<file path="config.mk">
export PLATFORM = sky130hd
export DESIGN_NAME = mem_wb_stage_flat
export DESIGN_NICKNAME = d
export VERILOG_FILES = /design/src/rtl/mem_wb_stage_if.sv /design/src/rtl/mem_wb_stage.sv /design/src/flat_wrapper.sv
export SDC_FILE = /design/constraint.sdc
export NUM_CORES = 1
export LEC_CHECK = 0
export BUFFER_PORTS_ARGS = -buffer_cell sky130_fd_sc_hd__buf_4
export CAP_MARGIN = 20
export CORE_MARGIN = 2
export CORE_UTILIZATION = 45
export CTS_BUF_LIST = sky130_fd_sc_hd__clkbuf_16
export DETAILED_ROUTE_END_ITERATION = 8
export PLACE_DENSITY_LB_ADDON = 0.2
export SETUP_SLACK_MARGIN = 0.5
export SLEW_MARGIN = 20
export SYNTH_ARGS = -nofsm -noshare
export SYNTH_HDL_FRONTEND = slang
export SYNTH_SLANG_ARGS = --single-unit
</file>
<file path="constraint.sdc">
create_clock -name clk -period 1.9 [get_ports clk]
set_input_delay 0.19 -clock clk [delete_from_list [all_inputs] [get_ports clk]]
set_output_delay 0.19 -clock clk [all_outputs]
set_load 0.03 [all_outputs]
</file>
<file path="src/rtl/mem_wb_stage_if.sv">
// Data-memory port of the MEM/WB stage: req/gnt request channel plus rvalid read return.
// The stage drives the master side and the data memory drives the slave side.
interface mem_wb_stage_if;
    logic        dmem_req;
    logic        dmem_we;
    logic [31:0] dmem_addr;
    logic [31:0] dmem_wdata;
    logic [3:0]  dmem_be;
    logic        dmem_gnt;
    logic        dmem_rvalid;
    logic [31:0] dmem_rdata;

    modport master (
        output dmem_req, dmem_we, dmem_addr, dmem_wdata, dmem_be,
        input  dmem_gnt, dmem_rvalid, dmem_rdata
    );

    modport slave (
        input  dmem_req, dmem_we, dmem_addr, dmem_wdata, dmem_be,
        output dmem_gnt, dmem_rvalid, dmem_rdata
    );
endinterface

</file>
<file path="src/rtl/mem_wb_stage.sv">
// RV32I memory-access / writeback stage: sub-word loads and stores over a req/gnt/rvalid
// port, registered writeback triple, and upstream stall while a memory access is in flight.
module mem_wb_stage #(
    parameter int unsigned TIMEOUT = 255
) (
    input  logic                  clk,
    input  logic                  reset_n,
    input  logic                  in_valid,
    output logic                  in_ready,
    input  logic [31:0]           alu_in,
    input  logic [31:0]           DataB_in,
    input  logic [31:0]           pcPlus4_in,
    input  logic [4:0]            AddrD_in,
    input  logic                  RegWEn_in,
    input  logic                  MemRW_in,
    input  logic [1:0]            WBSel_in,
    input  logic [2:0]            funct3_in,
    mem_wb_stage_if.master        dmem,
    output logic                  RegWEn_out,
    output logic [4:0]            AddrD_out,
    output logic [31:0]           DataD_out,
    output logic                  mem_err
);

    typedef enum logic [1:0] {IDLE, REQ, WAIT} state_t;

    // Counter only has to reach TIMEOUT-1; the abort happens on that cycle's edge.
    localparam int unsigned CNT_W = (TIMEOUT > 1) ? $clog2(TIMEOUT) : 1;

    state_t             state_q, state_d;
    logic [CNT_W-1:0]   cnt_q, cnt_d;

    logic [1:0]         lane_q, lane_d;
    logic [2:0]         funct3_q, funct3_d;
    logic [4:0]         rd_q, rd_d;
    logic               regwen_q, regwen_d;

    logic               req_q, req_d;
    logic               we_q, we_d;
    logic [31:0]        addr_q, addr_d;
    logic [31:0]        wdata_q, wdata_d;
    logic [3:0]         be_q, be_d;

    logic               wb_en_q, wb_en_d;
    logic [4:0]         wb_addr_q, wb_addr_d;
    logic [31:0]        wb_data_q, wb_data_d;
    logic               err_q, err_d;

    logic               accept, mem_op, f3_ok, aligned, timeout_hit;
    logic [3:0]         be_new;
    logic [31:0]        wdata_new, rd_shift, load_data;

    assign in_ready    = (state_q == IDLE);
    assign accept      = in_valid & in_ready;
    assign timeout_hit = (TIMEOUT != 0) && (32'(cnt_q) == TIMEOUT - 1);

    // Legality of the incoming access: funct3 set depends on load vs store, then natural alignment.
    always_comb begin
        mem_op = MemRW_in | (WBSel_in == 2'b00);
        if (MemRW_in)
            f3_ok = funct3_in inside {3'b000, 3'b001, 3'b010};
        else
            f3_ok = funct3_in inside {3'b000, 3'b001, 3'b010, 3'b100, 3'b101};
        case (funct3_in[1:0])
            2'b10:   aligned = (alu_in[1:0] == 2'b00);
            2'b01:   aligned = ~alu_in[0];
            default: aligned = 1'b1;
        endcase
    end

    always_comb begin
        be_new    = 4'b1111;
        wdata_new = DataB_in;
        case (funct3_in[1:0])
            2'b00: begin
                be_new    = 4'b0001 << alu_in[1:0];
                wdata_new = {4{DataB_in[7:0]}};
            end
            2'b01: begin
                be_new    = 4'b0011 << {alu_in[1], 1'b0};
                wdata_new = {2{DataB_in[15:0]}};
            end
            default: ;
        endcase
    end

    assign rd_shift = dmem.dmem_rdata >> {lane_q, 3'b000};

    always_comb begin
        case (funct3_q)
            3'b000:  load_data = {{24{rd_shift[7]}}, rd_shift[7:0]};
            3'b100:  load_data = {24'h0, rd_shift[7:0]};
            3'b001:  load_data = {{16{rd_shift[15]}}, rd_shift[15:0]};
            3'b101:  load_data = {16'h0, rd_shift[15:0]};
            default: load_data = dmem.dmem_rdata;
        endcase
    end

    // NOTE: every signal gets a hold/idle default before the case so no path infers a latch.
    always_comb begin
        state_d   = state_q;
        cnt_d     = cnt_q;
        lane_d    = lane_q;
        funct3_d  = funct3_q;
        rd_d      = rd_q;
        regwen_d  = regwen_q;
        req_d     = req_q;
        we_d      = we_q;
        addr_d    = addr_q;
        wdata_d   = wdata_q;
        be_d      = be_q;
        wb_en_d   = 1'b0;
        wb_addr_d = wb_addr_q;
        wb_data_d = wb_data_q;
        err_d     = 1'b0;

        case (state_q)
            IDLE: begin
                if (accept) begin
                    if (!mem_op) begin
                        wb_en_d   = RegWEn_in & (AddrD_in != 5'd0);
                        wb_addr_d = AddrD_in;
                        wb_data_d = (WBSel_in == 2'b10) ? pcPlus4_in : alu_in;
                    end else if (!(f3_ok && aligned)) begin
                        err_d = 1'b1;
                    end else begin
                        state_d  = REQ;
                        cnt_d    = '0;
                        req_d    = 1'b1;
                        we_d     = MemRW_in;
                        addr_d   = {alu_in[31:2], 2'b00};
                        be_d     = be_new;
                        wdata_d  = wdata_new;
                        lane_d   = alu_in[1:0];
                        funct3_d = funct3_in;
                        rd_d     = AddrD_in;
                        regwen_d = RegWEn_in;
                    end
                end
            end
            REQ: begin
                if (dmem.dmem_gnt) begin
                    req_d   = 1'b0;
                    state_d = we_q ? IDLE : WAIT;
                    cnt_d   = '0;
                end else if (timeout_hit) begin
                    req_d   = 1'b0;
                    state_d = IDLE;
                    err_d   = 1'b1;
                end else begin
                    cnt_d = cnt_q + CNT_W'(1);
                end
            end
            WAIT: begin
                if (dmem.dmem_rvalid) begin
                    state_d   = IDLE;
                    wb_en_d   = regwen_q & (rd_q != 5'd0);
                    wb_addr_d = rd_q;
                    wb_data_d = load_data;
                end else if (timeout_hit) begin
                    state_d = IDLE;
                    err_d   = 1'b1;
                end else begin
                    cnt_d = cnt_q + CNT_W'(1);
                end
            end
            default: state_d = IDLE;
        endcase
    end

    // NOTE: state is updated with non-blocking assignments so every register samples pre-edge values.
    always_ff @(posedge clk or negedge reset_n) begin
        if (!reset_n) begin
            state_q   <= IDLE;
            cnt_q     <= '0;
            lane_q    <= '0;
            funct3_q  <= '0;
            rd_q      <= '0;
            regwen_q  <= 1'b0;
            req_q     <= 1'b0;
            we_q      <= 1'b0;
            addr_q    <= '0;
            wdata_q   <= '0;
            be_q      <= '0;
            wb_en_q   <= 1'b0;
            wb_addr_q <= '0;
            wb_data_q <= '0;
            err_q     <= 1'b0;
        end else begin
            state_q   <= state_d;
            cnt_q     <= cnt_d;
            lane_q    <= lane_d;
            funct3_q  <= funct3_d;
            rd_q      <= rd_d;
            regwen_q  <= regwen_d;
            req_q     <= req_d;
            we_q      <= we_d;
            addr_q    <= addr_d;
            wdata_q   <= wdata_d;
            be_q      <= be_d;
            wb_en_q   <= wb_en_d;
            wb_addr_q <= wb_addr_d;
            wb_data_q <= wb_data_d;
            err_q     <= err_d;
        end
    end

    assign dmem.dmem_req   = req_q;
    assign dmem.dmem_we    = we_q;
    assign dmem.dmem_addr  = addr_q;
    assign dmem.dmem_wdata = wdata_q;
    assign dmem.dmem_be    = be_q;

    assign RegWEn_out = wb_en_q;
    assign AddrD_out  = wb_addr_q;
    assign DataD_out  = wb_data_q;
    assign mem_err    = err_q;

endmodule

</file>
<file path="src/flat_wrapper.sv">
// flat-port wrapper written by rule: the top's interface ports become plain ports
module mem_wb_stage_flat 
#(
    parameter int unsigned TIMEOUT = 255
)
  (clk, reset_n, in_valid, in_ready, alu_in, DataB_in, pcPlus4_in, AddrD_in, RegWEn_in, MemRW_in, WBSel_in, funct3_in, RegWEn_out, AddrD_out, DataD_out, mem_err, dmem_dmem_req, dmem_dmem_we, dmem_dmem_addr, dmem_dmem_wdata, dmem_dmem_be, dmem_dmem_gnt, dmem_dmem_rvalid, dmem_dmem_rdata);
  mem_wb_stage_if dmem_i ();
  input  logic clk;
  input  logic reset_n;
  input  logic in_valid;
  output logic in_ready;
  input  logic [31:0] alu_in;
  input  logic [31:0] DataB_in;
  input  logic [31:0] pcPlus4_in;
  input  logic [4:0] AddrD_in;
  input  logic RegWEn_in;
  input  logic MemRW_in;
  input  logic [1:0] WBSel_in;
  input  logic [2:0] funct3_in;
  output logic RegWEn_out;
  output logic [4:0] AddrD_out;
  output logic [31:0] DataD_out;
  output logic mem_err;
  output wire logic [$bits(dmem_i.dmem_req)-1:0] dmem_dmem_req;
  output wire logic [$bits(dmem_i.dmem_we)-1:0] dmem_dmem_we;
  output wire logic [$bits(dmem_i.dmem_addr)-1:0] dmem_dmem_addr;
  output wire logic [$bits(dmem_i.dmem_wdata)-1:0] dmem_dmem_wdata;
  output wire logic [$bits(dmem_i.dmem_be)-1:0] dmem_dmem_be;
  input wire logic [$bits(dmem_i.dmem_gnt)-1:0] dmem_dmem_gnt;
  input wire logic [$bits(dmem_i.dmem_rvalid)-1:0] dmem_dmem_rvalid;
  input wire logic [$bits(dmem_i.dmem_rdata)-1:0] dmem_dmem_rdata;
  assign dmem_dmem_req = dmem_i.dmem_req;
  assign dmem_dmem_we = dmem_i.dmem_we;
  assign dmem_dmem_addr = dmem_i.dmem_addr;
  assign dmem_dmem_wdata = dmem_i.dmem_wdata;
  assign dmem_dmem_be = dmem_i.dmem_be;
  assign dmem_i.dmem_gnt = dmem_dmem_gnt;
  assign dmem_i.dmem_rvalid = dmem_dmem_rvalid;
  assign dmem_i.dmem_rdata = dmem_dmem_rdata;
  mem_wb_stage #(.TIMEOUT(TIMEOUT)) u_core (.clk(clk), .reset_n(reset_n), .in_valid(in_valid), .in_ready(in_ready), .alu_in(alu_in), .DataB_in(DataB_in), .pcPlus4_in(pcPlus4_in), .AddrD_in(AddrD_in), .RegWEn_in(RegWEn_in), .MemRW_in(MemRW_in), .WBSel_in(WBSel_in), .funct3_in(funct3_in), .dmem(dmem_i), .RegWEn_out(RegWEn_out), .AddrD_out(AddrD_out), .DataD_out(DataD_out), .mem_err(mem_err));
endmodule
</file>
==> run summary <==
Floorplan Core Area -> 14600 um2
flops & latches, synth -> 128
GRT Util Overall -> 0.296
areal power density over the cells -> 1650 nW/um2
post-route clock period utilization -> 1.01
critical setup path kind -> reg -> reg
# placed instances -> 1110
run status -> complete, but fails checks
Critical Path Fanout Max -> 6
crit path DAT -> 2.23 ns
pin count of the biggest net entering global routing -> 54
Post-synth EDFFs -> 0
hold violation count in the final report -> 0
unrepaired setup endpoints after global routing -> yes
most frequent standard cell in the layout excluding fill and tap cells -> sky130_fd_sc_hd__buf_4
proportion of synthesized chip area in sequential cells -> 0.472
final critical-path required period -> 1.93 ns
Max rail drop VDD -> 0.888 mV
final worst clock skew -> 0.0102 ns
critical path required time -> 2.20 ns
clock buffers created by TritonCTS -> 17
clock tree from TritonCTS -> yes
failing checks -> setup timing
number of H-tree branching levels -> 4
share of synthesized flip-flops with an asynchronous set or reset -> 1.00
area added between synthesis and finish -> 65.5%
nets@finish -> 1163
Worst Setup Start Kind -> flip-flop
commonest cells after routing, fill and taps aside -> 291 x sky130_fd_sc_hd__buf_4, 127 x sky130_fd_sc_hd__dfrtp_1, 90 x sky130_fd_sc_hd__nand2_1
detail-routed via count per cell -> 5.80
count of final max-slew check failures -> 0
Boundary Pins -> 255
Netlist Area Pre-Place -> 6780 um2
Hold Worst Slack -> 0.0131 ns
pre-CTS setup slack -> -0.113 ns
max cap viols -> 0
maximum clock rate -> 519 MHz
antenna diode instance count -> 0
starting utilization of the core area -> 0.463
number of global-route vias before repair -> 7112
critical path capture point type -> flip-flop
peak per-stage delay on the critical path -> 0.39 ns
routability cong. -> 0.896
relative max-transition margin -> 0.631
Setup violations, final -> 8
die area -> 16100 um2
share of cells above drive strength 1 -> 0.530
clock latency on the worst-skew pair -> 0.42 ns
wire length per cell -> 21.0 um
top_reg_cell synth -> sky130_fd_sc_hd__dfrtp_1
cell family with most CP delay -> buffers and inverters
post-layout instance count excluding filler cells -> 1205
port buffer count -> 252
Via Count -> 6989
HPWL after detailed placement -> 16300 um
leakage power total -> 0.00523 uW
final wirelength -> 25300 um
library cells used by synthesis -> 55
global route overflow -> 0
detailed-route DRC error count -> 0
detailed router's first-iteration violation count -> 482
utilization after layout -> 0.767
transition time at the pin with the least slew margin -> 0.553 ns
total of warnings raised by yosys -> 0
Clk pin slew, worst setup/hold paths -> 0.06 ns
standard cell with the maximum stage delay on the critical path -> sky130_fd_sc_hd__dfrtp_1
Clock Sink Count -> 128
# rows -> 44
Die H -> 127 um
wire length of the first global-routing pass -> 37300 um
deepest clock path buffer count -> 2
average instance area after synthesis -> 9.90 um2
CTS Root Buffer Type -> sky130_fd_sc_hd__clkbuf_16
initial antenna violation count -> 0
crit path buf inv count -> 3
die span in x -> 127 um
synthesized instance count -> 685
hold crit path type -> in -> reg
CP Cell Sequence -> inv_2 > ha_4 > nand2_4 > nor2_4 > nand3_4 > buf_12 > buf_16 > mux2_4
minimum setup slack in the final design -> -0.0250 ns
number of search-and-repair iterations in the first detailed-routing pass -> 5
count of antenna-violating nets left after detailed routing -> 0
-- metrics by stage --
| step | area [um2] | total power [uW] | setup TNS [ns] |
|---|---|---|---|
| CTS | 10700 | 17600 | 0 |
| floorplan | 6970 | 9920 | 0 |
| global route | 11200 | 19400 | -1.58 |
| detailed placement | 9210 | 13200 | -1.70 |
| finish | 11200 | 18600 | -0.107 |
| global placement | 9210 | 13000 | -0.0128 |
-- final cells by class --
type / count / area, um2
clock buffers: 17 / 425
fillers: 966 / 3420
repair buffers: 349 / 3200
inverters: 11 / 41.3
well taps: 184 / 230
multi-input cells: 501 / 3960
clock inverters: 15 / 168
flip-flops and latches: 128 / 3200
-- Yosys cell counts (all sizes together) (4+ instances only) --
library cell	instances	area share
nand2	127	0.070
nor2	21	0.012
a31oi	10	0.010
a22o	23	0.030
nand3b	6	0.0066
a22oi	8	0.0089
o2bb2ai	8	0.010
ha	10	0.018
buf	24	0.024
clkbuf	27	0.015
o21ai	84	0.062
o22a	6	0.0077
o211ai	19	0.022
a221o	8	0.012
a21oi	21	0.017
inv	11	0.0061
mux2i	29	0.043
nor3	4	0.0030
o221ai	5	0.0065
nand3	9	0.0066
dfrtp	128	0.47
mux2	48	0.080
nor2b	8	0.0085
-- state kept, by name, indices dropped and copies added, names as in the netlist, 2 cells and up --
| signal | count |
|---|---|
| u_core.DataD_out | 32 |
| u_core.dmem.dmem_wdata | 32 |
| u_core.dmem.dmem_addr | 30 |
| u_core.cnt_q | 8 |
| u_core.AddrD_out | 5 |
| u_core.rd_q | 5 |
| u_core.dmem.dmem_be | 4 |
| u_core.funct3_q | 3 |
| u_core.lane_q | 2 |
| u_core.state_q | 2 |
-- power breakdown --
| part | internal (uW) | switching (uW) | leakage, uW |
|---|---|---|---|
| logic | 4670 | 5600 | 0.00337 |
| clock network | 2050 | 1280 | 0.000281 |
| registers | 3970 | 999 | 0.00158 |
| total | 10700 | 7880 | 0.00523 |
-- cell families (layout without fill, tap and decap cells) --
group,after synthesis,in the layout,synth area share
muxes,78,78,0.126
and+or+nand+nor,197,202,0.130
DFF,128,128,0.472
other,1,2,0.000553
AOI/OAI and AO/OA,209,209,0.208
adders and majority gates,10,10,0.0184
buffers and inverters,62,392,0.0452
-- layer usage --
metal	global-route usage	part of all wire
met5	0	0
met4	0.0944	0.023
met3	0.0717	0.070
met2	0.522	0.51
met1	0.359	0.40
-- repair_timing --
item,4_1_cts,5_1_grt
gates resized for setup,107,101
endpoints found under the setup margin,128,128
endpoints found under the hold margin,53,0
pin swaps,43,47
gates cloned,15,4
buffers inserted,24,17
hold buffers,3,0
-- final timing paths --
kind / startpoint / end / slack, ns / cells past startpoint
max: u_core.state_q[0] / u_core.dmem.dmem_addr[19] / -0.03 / 8
min: alu_in[26] / u_core.dmem.dmem_addr[26] / 0.01 / 2
max reg2reg: u_core.state_q[0] / u_core.dmem.dmem_addr[19] / -0.03 / 8
min reg2reg: u_core.dmem.dmem_be[0] / u_core.dmem.dmem_be[0] / 0.50 / 2
max in group asynchronous: reset_n / u_core.DataD_out[16] / 0.94 / 3
min in group asynchronous: reset_n / u_core.dmem.dmem_addr[23] / 0.31 / 2
Note: power is estimated with default switching activity, not from simulation.
